--- src/rtl/pic_pkg.sv ---
// Shared PIC definitions: opcode constants, fetch-stage defaults and the
// sleep-state encoding used when PIC_FETCH_SLEEP_EN is defined.
package pic_pkg;

    localparam logic [3:0]  OP_CALL  = 4'b1001;
    localparam logic [2:0]  OP_GOTO  = 3'b101;
    localparam logic [3:0]  OP_RETLW = 4'b1000;
    localparam logic [11:0] OP_NOP   = 12'h000;

    localparam int          PIC_PC_WIDTH     = 11;
    localparam logic [10:0] PIC_RESET_VECTOR = 11'h7FF;

    typedef enum logic {
        RUN      = 1'b0,
        SLEEPING = 1'b1
    } sleep_state_t;

endpackage

--- src/rtl/pic_fetch_if.sv ---
// Fetch-stage bus: ROM port, pic_ctrl strobes and the PCL data path.
// The slave modport is the fetch stage; master is pic_ctrl plus the ROM.
// sleep/wake exist only when PIC_FETCH_SLEEP_EN is defined.
interface pic_fetch_if #(
    parameter int PC_WIDTH = pic_pkg::PIC_PC_WIDTH
);
    logic [11:0]         prog_data;
    logic [PC_WIDTH-1:0] prog_addr;
    logic [11:0]         inst;
    logic                pc_load;
    logic                pc_push;
    logic                pc_pop;
    logic                pc_wen;
    logic                pc_oen;
    logic                inst_skip;
    logic                skip_cond;
    logic [7:0]          data_in;
    logic [1:0]          status_pa;
    logic [7:0]          pc_dout;
    logic                flush;
`ifdef PIC_FETCH_SLEEP_EN
    logic                sleep;
    logic                wake;
`endif

    modport slave (
`ifdef PIC_FETCH_SLEEP_EN
        input  sleep, wake,
`endif
        input  prog_data, pc_load, pc_push, pc_pop, pc_wen, pc_oen,
        input  inst_skip, skip_cond, data_in, status_pa,
        output prog_addr, inst, pc_dout, flush
    );

    modport master (
`ifdef PIC_FETCH_SLEEP_EN
        output sleep, wake,
`endif
        output prog_data, pc_load, pc_push, pc_pop, pc_wen, pc_oen,
        output inst_skip, skip_cond, data_in, status_pa,
        input  prog_addr, inst, pc_dout, flush
    );

endinterface

--- src/rtl/pic_stack.sv ---
// Return-address shift stack. Push shifts toward the bottom and drops the
// deepest entry on overflow; pop shifts toward the top and leaves the
// deepest entry in place, so underflow re-reads it. Push wins over pop.
module pic_stack #(
    parameter int WIDTH = 11,
    parameter int DEPTH = 2
) (
    input  logic             clk,
    input  logic             reset,
    input  logic             i_push,
    input  logic             i_pop,
    input  logic [WIDTH-1:0] i_din,
    output logic [WIDTH-1:0] o_top
);

    logic [WIDTH-1:0] r_stk [DEPTH];

    assign o_top = r_stk[0];

    // Shift the entries on push or pop; clear all of them on reset.
    always_ff @(posedge clk or posedge reset) begin
        if (reset) begin
            for (int i = 0; i < DEPTH; i++) r_stk[i] <= '0;
        end else if (i_push) begin
            r_stk[0] <= i_din;
            for (int i = 1; i < DEPTH; i++) r_stk[i] <= r_stk[i-1];
        end else if (i_pop) begin
            for (int i = 0; i < DEPTH - 1; i++) r_stk[i] <= r_stk[i+1];
        end
    end

endmodule

--- src/rtl/pic_fetch.sv ---
// PIC instruction fetch / program-counter stage.
// Holds PC, return stack and instruction register; inserts a NOP bubble
// after any taken branch, return, PCL write or taken skip.
// Optional build macro: PIC_FETCH_SLEEP_EN adds sleep/wake handling.
module pic_fetch
    import pic_pkg::*;
#(
    parameter int                  PC_WIDTH     = PIC_PC_WIDTH,
    parameter logic [PC_WIDTH-1:0] RESET_VECTOR = PC_WIDTH'(PIC_RESET_VECTOR),
    parameter int                  STACK_DEPTH  = 2
) (
    input  logic        clk,
    input  logic        reset,
    pic_fetch_if.slave  bus
);

    logic [PC_WIDTH-1:0] r_pc;
    logic [11:0]         r_inst;
    logic                r_flush;
    logic [PC_WIDTH-1:0] w_top;
    logic [PC_WIDTH-1:0] w_next_pc;
    logic [10:0]         w_tgt;
    logic                w_bubble;
    logic                w_push;
    logic                w_pop;
    logic                w_run;

`ifdef PIC_FETCH_SLEEP_EN
    sleep_state_t        r_state;
    assign w_run = (r_state == RUN);
`else
    assign w_run = 1'b1;
`endif

    assign w_bubble = bus.pc_load | bus.pc_pop | bus.pc_wen
                    | (bus.inst_skip & bus.skip_cond);
    assign w_push   = w_run & bus.pc_push & bus.pc_load;
    assign w_pop    = w_run & bus.pc_pop & ~w_push;

    assign bus.prog_addr = r_pc;
    assign bus.inst      = r_inst;
    assign bus.flush     = r_flush;
    // PCL reads see the already-incremented PC, i.e. the next instruction.
    assign bus.pc_dout   = bus.pc_oen ? 8'(r_pc) : 8'h00;

    // Next-PC select: branch targets are built at 11 bits, then resized.
    always_comb begin
        w_tgt     = '0;
        w_next_pc = r_pc + 1'b1;
        if (bus.pc_load) begin
            if (r_inst[11:8] == OP_CALL)
                w_tgt = {1'b0, bus.status_pa[0], 1'b0, r_inst[7:0]};
            else
                w_tgt = {1'b0, bus.status_pa[1], r_inst[8:0]};
            w_next_pc = PC_WIDTH'(w_tgt);
        end else if (bus.pc_pop) begin
            w_next_pc = w_top;
        end else if (bus.pc_wen) begin
            w_tgt     = {bus.status_pa, 1'b0, bus.data_in};
            w_next_pc = PC_WIDTH'(w_tgt);
        end
    end

    // Fetch pipeline register and PC update; sleep freezes PC and issues NOPs.
    always_ff @(posedge clk or posedge reset) begin
        if (reset) begin
            r_pc    <= RESET_VECTOR;
            r_inst  <= OP_NOP;
            r_flush <= 1'b0;
`ifdef PIC_FETCH_SLEEP_EN
            r_state <= RUN;
`endif
        end else begin
            if (w_run) begin
                r_inst  <= w_bubble ? OP_NOP : bus.prog_data;
                r_flush <= w_bubble;
                r_pc    <= w_next_pc;
            end else begin
                r_inst  <= OP_NOP;
                r_flush <= 1'b0;
            end
`ifdef PIC_FETCH_SLEEP_EN
            if (bus.wake)
                r_state <= RUN;
            else if (bus.sleep)
                r_state <= SLEEPING;
`endif
        end
    end

    pic_stack #(
        .WIDTH (PC_WIDTH),
        .DEPTH (STACK_DEPTH)
    ) u_stack (
        .clk    (clk),
        .reset  (reset),
        .i_push (w_push),
        .i_pop  (w_pop),
        .i_din  (r_pc),
        .o_top  (w_top)
    );

endmodule

--- src/flat_wrapper.sv ---
// flat-port wrapper written by rule: the top's interface ports become plain ports
module pic_fetch_flat import pic_pkg::*;
#(
    parameter int                  PC_WIDTH     = PIC_PC_WIDTH,
    parameter logic [PC_WIDTH-1:0] RESET_VECTOR = PC_WIDTH'(PIC_RESET_VECTOR),
    parameter int                  STACK_DEPTH  = 2
)
  (clk, reset, bus_prog_data, bus_pc_load, bus_pc_push, bus_pc_pop, bus_pc_wen, bus_pc_oen, bus_inst_skip, bus_skip_cond, bus_data_in, bus_status_pa, bus_prog_addr, bus_inst, bus_pc_dout, bus_flush);
  pic_fetch_if #(.PC_WIDTH(PC_WIDTH)) bus_i ();
  input  logic clk;
  input  logic reset;
  input wire logic [$bits(bus_i.prog_data)-1:0] bus_prog_data;
  input wire logic [$bits(bus_i.pc_load)-1:0] bus_pc_load;
  input wire logic [$bits(bus_i.pc_push)-1:0] bus_pc_push;
  input wire logic [$bits(bus_i.pc_pop)-1:0] bus_pc_pop;
  input wire logic [$bits(bus_i.pc_wen)-1:0] bus_pc_wen;
  input wire logic [$bits(bus_i.pc_oen)-1:0] bus_pc_oen;
  input wire logic [$bits(bus_i.inst_skip)-1:0] bus_inst_skip;
  input wire logic [$bits(bus_i.skip_cond)-1:0] bus_skip_cond;
  input wire logic [$bits(bus_i.data_in)-1:0] bus_data_in;
  input wire logic [$bits(bus_i.status_pa)-1:0] bus_status_pa;
  output wire logic [$bits(bus_i.prog_addr)-1:0] bus_prog_addr;
  output wire logic [$bits(bus_i.inst)-1:0] bus_inst;
  output wire logic [$bits(bus_i.pc_dout)-1:0] bus_pc_dout;
  output wire logic [$bits(bus_i.flush)-1:0] bus_flush;
  assign bus_i.prog_data = bus_prog_data;
  assign bus_i.pc_load = bus_pc_load;
  assign bus_i.pc_push = bus_pc_push;
  assign bus_i.pc_pop = bus_pc_pop;
  assign bus_i.pc_wen = bus_pc_wen;
  assign bus_i.pc_oen = bus_pc_oen;
  assign bus_i.inst_skip = bus_inst_skip;
  assign bus_i.skip_cond = bus_skip_cond;
  assign bus_i.data_in = bus_data_in;
  assign bus_i.status_pa = bus_status_pa;
  assign bus_prog_addr = bus_i.prog_addr;
  assign bus_inst = bus_i.inst;
  assign bus_pc_dout = bus_i.pc_dout;
  assign bus_flush = bus_i.flush;
  pic_fetch #(.PC_WIDTH(PC_WIDTH), .RESET_VECTOR(RESET_VECTOR), .STACK_DEPTH(STACK_DEPTH)) u_core (.clk(clk), .reset(reset), .bus(bus_i));
endmodule
--- config.mk ---
export PLATFORM = sky130hd
export DESIGN_NAME = pic_fetch_flat
export DESIGN_NICKNAME = d
export VERILOG_FILES = /design/src/rtl/pic_pkg.sv /design/src/rtl/pic_fetch_if.sv /design/src/rtl/pic_stack.sv /design/src/rtl/pic_fetch.sv /design/src/flat_wrapper.sv
export SDC_FILE = /design/constraint.sdc
export NUM_CORES = 1
export LEC_CHECK = 0
export CORE_ASPECT_RATIO = 2
export CORE_MARGIN = 2
export CORE_UTILIZATION = 35
export CTS_CLUSTER_SIZE = 8
export DETAILED_ROUTE_END_ITERATION = 10
export DONT_BUFFER_PORTS = 1
export PLACE_DENSITY_LB_ADDON = 0.12
export SLEW_MARGIN = 20
export SYNTH_ARGS = -nofsm -noshare
export SYNTH_HDL_FRONTEND = slang
export SYNTH_SLANG_ARGS = --single-unit
--- constraint.sdc ---
create_clock -name clk -period 3.6 [get_ports clk]
set_input_delay 0.9 -clock clk [delete_from_list [all_inputs] [get_ports clk]]
set_output_delay 0.9 -clock clk [all_outputs]
set_load 0.05 [all_outputs]
# [After elaboration in Yosys (flattened, before gate mapping)]
# Index checks and enable logic that the tools add are counted.
[totals] word_cells=23 reg_bits=46 out_inout_bits=32 inputBits=31
[classes] bitwise_logic=7 n_addsub=1 eq_ne=1 muxes=8 reduce_logical=1
[ops] cell="11-bit two-way mux" n=5
[ops] cell="12-bit two-way mux" n=1
[ops] cell="11-bit by 1-bit adder with 11-bit output, second input constant" n=1
[ops] cell="10-bit two-way mux" n=1
[ops] cell="8-bit two-way mux" n=1
[ops] cell="4-bit equality test, second input constant" n=1
[ops] cell="1-bit AND" n=3
[ops] cell="1-bit bitwise OR" n=3
[ops] cell="2-bit nonzero test" n=1
[ops] cell="1-bit NOT" n=1

# [Longest topological paths before layout]
# Gate-level depths: netlist of run 1.
[logic_depth] ltp_word=5 depth_mapped=6

# [Hierarchy]
# Synthesis of run 1 repeated with hierarchy kept, for this count alone.
[unflattened] hier_cells=213 area_unflattened_um2=2372.3
[by_module_without_submodules] mod="pic_fetch" cells_each=130 n_inst=1 area_each_um2=1322.5
[by_module_without_submodules] mod="pic_stack" cells_each=83 n_inst=1 area_each_um2=1049.8

# [Worst setup path after synthesis of run 1]
# Ideal clock, no wire load.
[synth_timing] path_kind="in2out" startpoint="input bus_pc_oen" endpoint="output bus_pc_dout[0]" required_ns=2.700 arrival_time_ns=1.307 path_stages=1 path_slack_ns=1.393 cell_sequence="and2_1"
[synth_between] elab_chain_cells=1
[synth_lines] item="from (decl)" line="flat_wrapper.sv:17" source="input wire logic [$bits(bus_i.pc_oen)-1:0] bus_pc_oen;"
[synth_lines] item="8-bit two-way mux" line="pic_fetch.sv:44" source="assign bus.pc_dout = bus.pc_oen ? 8'(r_pc) : 8'h00;"
[synth_lines] item="to (decl)" line="flat_wrapper.sv:24" source="output wire logic [$bits(bus_i.pc_dout)-1:0] bus_pc_dout;"
# Every way passes these cells.

# [Final worst setup path of run 1]
[layout_timing] startpoint="register u_core.r_pc[3] (netlist: u_core.bus.prog_addr[3])" endpoint="output bus_pc_dout[3]"
[layout_between] elab_chain_cells=1
[layout_lines] item="from (decl)" line="pic_fetch.sv:17" source="logic [PC_WIDTH-1:0] r_pc;"
[layout_lines] item="from (signal assigned)" line="pic_fetch.sv:77" source="r_pc <= w_next_pc;"
[layout_lines] item="8-bit two-way mux" line="pic_fetch.sv:44"
# Every way passes these cells.

==> results of run 1 <==
==> sequential cells by signal, summed over array words and instances, names as in the netlist <==
signal	count
u_core.bus.prog_addr	11
u_core.u_stack.o_top	11
u_core.bus.inst	12
u_core.bus.flush	1
u_core.u_stack.r_stk	11
==> worst min-delay path, delay by kind of cell (launching register included) <==
kind | cells | cell delay (ns)
flip-flops | 1 | 0.35
AND/OR/NAND/NOR | 1 | 0.05
AO/OA/AOI/OAI | 1 | 0.07
==> metal layers <==
layer,vias to the layer above,wire length [um],share of wire (%)
met2,50,2600,53
met3,5,354,7.2
met5,-,0,0
li1,687,-,-
met4,0,96,1.9
met1,690,1880,38
==> logic make-up (layout without fill, tap and decap cells) <==
logic type               after synthesis  in the layout  share of synthesized area, %
AO/OA/AOI/OAI                         35             35                          10.6
XOR/XNOR                               8              8                          3.21
adder cells (fa/ha/maj)                1              1                         0.573
buffers and inverters                 18             16                          3.96
flip-flops                            46             46                          53.4
multiplexers                          26             26                          12.6
AND/OR/NAND/NOR                       70             70                          15.7
==> cell type report <==
| class | count | area [um^2] |
|---|---|---|
| clock buffers | 8 | 166 |
| fillers | 601 | 3630 |
| inverters | 6 | 22.5 |
| multi-input cells | 140 | 931 |
| flip-flops and latches | 46 | 1160 |
| well taps | 63 | 78.8 |
| repair buffers | 2 | 15.0 |
==> cell usage in the layout (no fill, tap or decap) <==
master      n
o21ai_0     8
buf_4       2
dfstp_2    11
nand2_1    19
o221ai_1    3
a211o_1     1
nor2_1     17
ha_1        1
nand3_2     1
a221oi_1    2
mux2_2     11
clkbuf_16   5
nor3_1      3
xor2_1      3
xnor2_1     5
and2_2      1
and2_1     19
dfrtp_1    35
a22oi_1     3
nor2b_1     2
inv_1       5
o22a_1      1
nor4_1      1
nand3_1     5
a221o_1     2
a21oi_4     1
mux2i_1    15
clkinv_1    1
or3_1       2
clkbuf_8    3
a21oi_1    13
o22ai_1     1
==> power breakdown <==
group	total (mW)	internal, mW	switching (mW)
Clock	0.505	0.314	0.190
Sequential	0.755	0.619	0.136
Combinational	0.192	0.0947	0.0977
Total	1.45	1.03	0.424
==> final timing paths <==
check,slack (ns),depth (start not counted),to
worst min-delay path,0.51,2,u_core.u_stack.r_stk[9]$_DFFE_PP0P_
worst max-delay path,1.15,1,bus_pc_dout[3]
max in group asynchronous,2.57,2,u_core.u_stack.r_stk[8]$_DFFE_PP0P_
worst max register to register,1.70,4,u_core.bus.prog_addr[5]$_DFF_PP1_
worst min register to register,0.51,2,u_core.u_stack.r_stk[9]$_DFFE_PP0P_
min in group asynchronous,0.63,2,u_core.bus.inst[2]$_DFF_PP0_
==> out/qor.yml, run 1 <==
logic_synthesis:
  ys.flop_type: "dfrtp_1"
  seq_area_frac_synth_pct: 53.4
  ys_ff_latch: 46
  avgSynthCellArea_um2: 10.7
  syn_inst: 204
  synth_cell_types: 32
  ys_async_sr_fraction_pct: 100
  synth_edf_count: 0
  syn_nets: 236
  yosys.area.top_type: "dfrtp_1"
  yosysTopAreaCellShare_pct: 40.1
  synth_area_um2: 2180
  synth_common_cells: "35 x dfrtp_1, 19 x and2_1, 19 x nand2_1, 17 x nor2_1, 15 x mux2i_1"
  yosysMostFrequentCell: "dfrtp_1"
  ys_warn_count: 0
  synth_area_leaders: "dfrtp_1 40%, dfstp_2 13%, mux2i_1 6.9%, mux2_2 5.7%, and2_1 5.4%"
place:
  dp_slack_ns: 1.38
  place_inst: 257
  routabilityCongestion: 0.787
  io_buffers: 0
  dpl.hpwl_um: 3590
  placed_area_um2: 2210
drt:
  drt_iter0_markers: 34
  drt-total-wl_um: 4940
  drc: 0
  firstDrtPassIters: 4
  vias: 1432
  viasPerCell: 5.40
  ant_nets: 0
  wl_per_cell_um: 18.6
global_route:
  grt_use_met1_pct: 17.5
  grt_pass1_wl_um: 8070
  grt-busiest-layer: "met2"
  grt_pass1_vias: 1588
  gr-total-overflow: 0
  use_met2_pct: 27.0
  grt_max_degree: 47
  track_usage_pct: 15.9
  grt_use_met3_pct: 5.36
  grt_antenna_before_repair: 0
critical_path:
  startpoint: "u_core.bus.prog_addr[3]$_DFF_PP1_"
  path_buf_inv: 0
  setup.worst_path.end_class: "primary output"
  arrival_ns: 1.55
  cp_top_family: "flip-flops"
  max_stage_delay_ns: 0.76
  crit_chain: "and2_1"
  crit_type: "reg2out"
  worstPathMaxFanout: 7
  crit_path_start_kind: "flip-flop"
  worstReg2RegStart: "u_core.bus.prog_addr[2]$_DFF_PP1_"
  required_ns: 2.70
  crit_path_top_delay_cell: "dfstp_2"
die:
  initial_core_util_pct: 36.3
  die-area_um2: 6920
  rows: 40
  num_io_pins: 63
  dieWidth_um: 59.8
  core_region_area_um2: 6010
  dieHeight_um: 116
clocking:
  cts_resized: 0
  cts.sinks: 46
  cts_hold_buf: 0
  cts_root_buf: "clkbuf_16"
  clk_pin_slew_ns: 0.06
  tritoncts: "built"
  h-tree-depth: 2
  cts_setup_buffers: 0
  cts_buffers: 5
  clk_latency_ns: 0.29
  clk_path_buf_depth: 2
min_path:
  holdCritStartpoint: "u_core.u_stack.r_stk[9]$_DFFE_PP0P_"
  hold_class: "reg2reg"
timing:
  max_freq_ghz: 0.408
  tns_ns: 0
  setup_viol: 0
  rsz0062_at_grt: "no"
  layout_min_cycle_time_ns: 2.45
  hold_viol_final: 0
  fin_crit_sh_pct: 68.2
  tightestPinTransition_ns: 0.579
  fin_skew_ns: 0.00203
  slew_headroom_pct: 61.4
  report.final.slew_viol_count: 0
  fin_ws_ns: 1.15
  timing.hold.ws_ns: 0.508
finish:
  final_cells: 265
  drive_gt1_share_pct: 17.3
  nNetsFinal: 233
  area_growth_syn_to_layout_pct: 9.00
  antenna_cells: 0
  stdcell_area_um2: 2380
  post-route-util_pct: 39.6
power:
  total_leakage_power_nw: 1.02
  max-vdd-ir-drop_uv: 345
  p_per_area_nw_per_um2: 610
  power_mw: 1.45
run:
  drv_cap: 0
run_status:
  status: "finished, final reports clean"
No activity file was read; power rests on OpenSTA's default activity.
==> run 2, diff against run 1 <==
clock period = 2.3 ns   (was 3.6 ns; I/O delays follow)
==> run 2 against run 1 <==
  * Worst setup slack worse by 0.93 ns
  * Clock-buffer cell count is 3 lower
  * Register-to-register slack worse by 1.2 ns
  * Global-route usage stayed put
  * Clock skew is 0.0029 ns higher
  * Utilization is 1.2 points higher
  * First-iteration DRC count is 12% lower
  * Via count is 3.1% higher
  * Non-clock buffer count is 8 higher
  * Sequential share of layout area is 1.4 points lower
  * Critical path depth stayed put
  * Clock power is 58% higher
==> out/qor.yml, run 2 (synthesized netlist as in run 1, its figures left out) <==
clocking:
  cts_setup_buffers: 0  # unchanged
  clk_pin_slew_ns: 0.06  # about the same
  cts.sinks: 46  # unchanged
  tritoncts: "built"
  cts_buffers: 5  # unchanged
  clk_latency_ns: 0.29  # about the same
  cts_root_buf: "clkbuf_16"
  cts_resized: 0  # unchanged
  h-tree-depth: 2  # unchanged
  clk_path_buf_depth: 2  # unchanged
  cts_hold_buf: 0  # unchanged
critical_path:
  path_buf_inv: 0  # unchanged
  crit_path_start_kind: "flip-flop"
  required_ns: 1.73  # -0.97 ns
  max_stage_delay_ns: 0.73  # -0.03 ns
  setup.worst_path.end_class: "primary output"
  crit_type: "reg2out"
  startpoint: "u_core.bus.prog_addr[1]$_DFF_PP1_"
  crit_chain: "and2_1"
  rrSetupSlack_ns: 0.50  # -1.20 ns
  arrival_ns: 1.51  # -0.04 ns
  cp_top_family: "flip-flops"
  worstReg2RegStart: "u_core.bus.prog_addr[1]$_DFF_PP1_"
  worstPathMaxFanout: 5  # -2
  crit_path_top_delay_cell: "dfstp_2"
drt:
  drt-total-wl_um: 5010  # +1.5%
  wl_per_cell_um: 18.3  # -1.5%
  viasPerCell: 5.41  # +0.12%
  firstDrtPassIters: 4  # unchanged
  vias: 1477  # +3.1%
  ant_nets: 0  # unchanged
  drt_iter0_markers: 30  # -12%
  drc: 0  # unchanged
timing:
  timing.hold.ws_ns: 0.231  # -0.277 ns
  layout_min_cycle_time_ns: 2.08
  fin_crit_sh_pct: 90.5
  report.final.slew_viol_count: 0  # unchanged
  slew_headroom_pct: 45.8  # -16 points
  rsz0062_at_grt: "no"
  fin_ws_ns: 0.217  # -0.929 ns
  max_freq_ghz: 0.480
  setup_viol: 0  # unchanged
  tns_ns: 0  # unchanged
  hold_viol_final: 0  # unchanged
  tightestPinTransition_ns: 0.809  # +0.229 ns
  fin_skew_ns: 0.00492  # +0.00289 ns
place:
  placed_area_um2: 2280  # +3.3%
  dp_slack_ns: 0.509  # -0.869 ns
  io_buffers: 0  # unchanged
  place_inst: 265  # +3.1%
  routabilityCongestion: 0.861  # +9.5%
finish:
  final_cells: 273  # +3.0%
  nNetsFinal: 241  # +3.4%
  area_growth_syn_to_layout_pct: 12.3
  drive_gt1_share_pct: 20.5  # +3.1 points
  stdcell_area_um2: 2450  # +3.0%
  final_common_cell: "dfrtp_1"
  largest_reg_flops: 12  # unchanged
  multi_input_area_um2: 931  # unchanged
  mostFrequentLayoutCells: "35 x dfrtp_1, 19 x nand2_1, 19 x and2_1, 17 x nor2_1, 15 x mux2i_1"
  regArea_um2: 1160  # unchanged
  fillerInstances: 589  # -2.0%
  post-route-util_pct: 40.8  # +1.2 points
  antenna_cells: 0  # unchanged
global_route:
  grt_antenna_before_repair: 0  # unchanged
  grt_pass1_wl_um: 7940  # -1.6%
  gr-total-overflow: 0  # unchanged
  grt_max_degree: 29  # -38%
  grt_pass1_vias: 1590  # +0.13%
  track_usage_pct: 15.9  # unchanged
power:
  p_per_area_nw_per_um2: 943  # +55%
  power_mw: 2.31  # +59%
  max-vdd-ir-drop_uv: 413  # +20%
  total_leakage_power_nw: 1.07  # +4.5%
die:
  dieHeight_um: 116  # unchanged
  core_region_area_um2: 6010  # unchanged
  die-area_um2: 6920  # unchanged
  num_io_pins: 63  # unchanged
  dieWidth_um: 59.8  # unchanged
  initial_core_util_pct: 36.3  # unchanged
  rows: 40  # unchanged
min_path:
  hold_class: "in2async"
run_status:
  status: "finished, final reports clean"
run:
  drv_cap: 0  # unchanged
==> run 2: cell count changes in the layout (fill, tap and decap cells not counted) <==
cell	previous run	this run
clkbuf_8	3	0
clkinv_2	0	2
bufinv_16	0	1
buf_4	2	9
buf_12	0	1
==> run 2: area by class of cell <==
| type | instances | share of cell area (%) |
|---|---|---|
| clock buffer | 5 | 5.11 |
| tap | 63 | 3.22 |
| clock inverter | 3 | 1.63 |
| inverter | 6 | 0.919 |
| multi-input combinational | 140 | 38.0 |
| timing repair buffer | 10 | 3.58 |
| sequential | 46 | 47.5 |
==> run 2: routing by layer <==
metal	global-route usage, %	vias to the layer above	wire length (um)	part of all wire [%]
met2	27.2	58	2710	54
met1	17.2	710	1880	38
met5	0	-	0	0
li1	-	704	-	-
met3	5.47	5	334	6.7
met4	6.67	0	85	1.7
==> run 2: worst paths after layout <==
path,depth (start not counted),to
min in group clk,1,u_core.bus.prog_addr[1]$_DFF_PP1_
worst max-delay path,1,bus_pc_dout[1]
max in group asynchronous,2,u_core.bus.prog_addr[7]$_DFF_PP1_
worst max register to register,5,u_core.bus.prog_addr[10]$_DFF_PP1_
worst min-delay path,1,u_core.bus.inst[4]$_DFF_PP0_
worst min register to register,2,u_core.u_stack.r_stk[9]$_DFFE_PP0P_
==> run 2: power breakdown <==
part           total [mW]  leakage (nW)  internal, mW  switching [mW]
logic               0.385         0.438         0.170           0.215
registers            1.13         0.549         0.967           0.159
clock network       0.800        0.0836         0.508           0.292
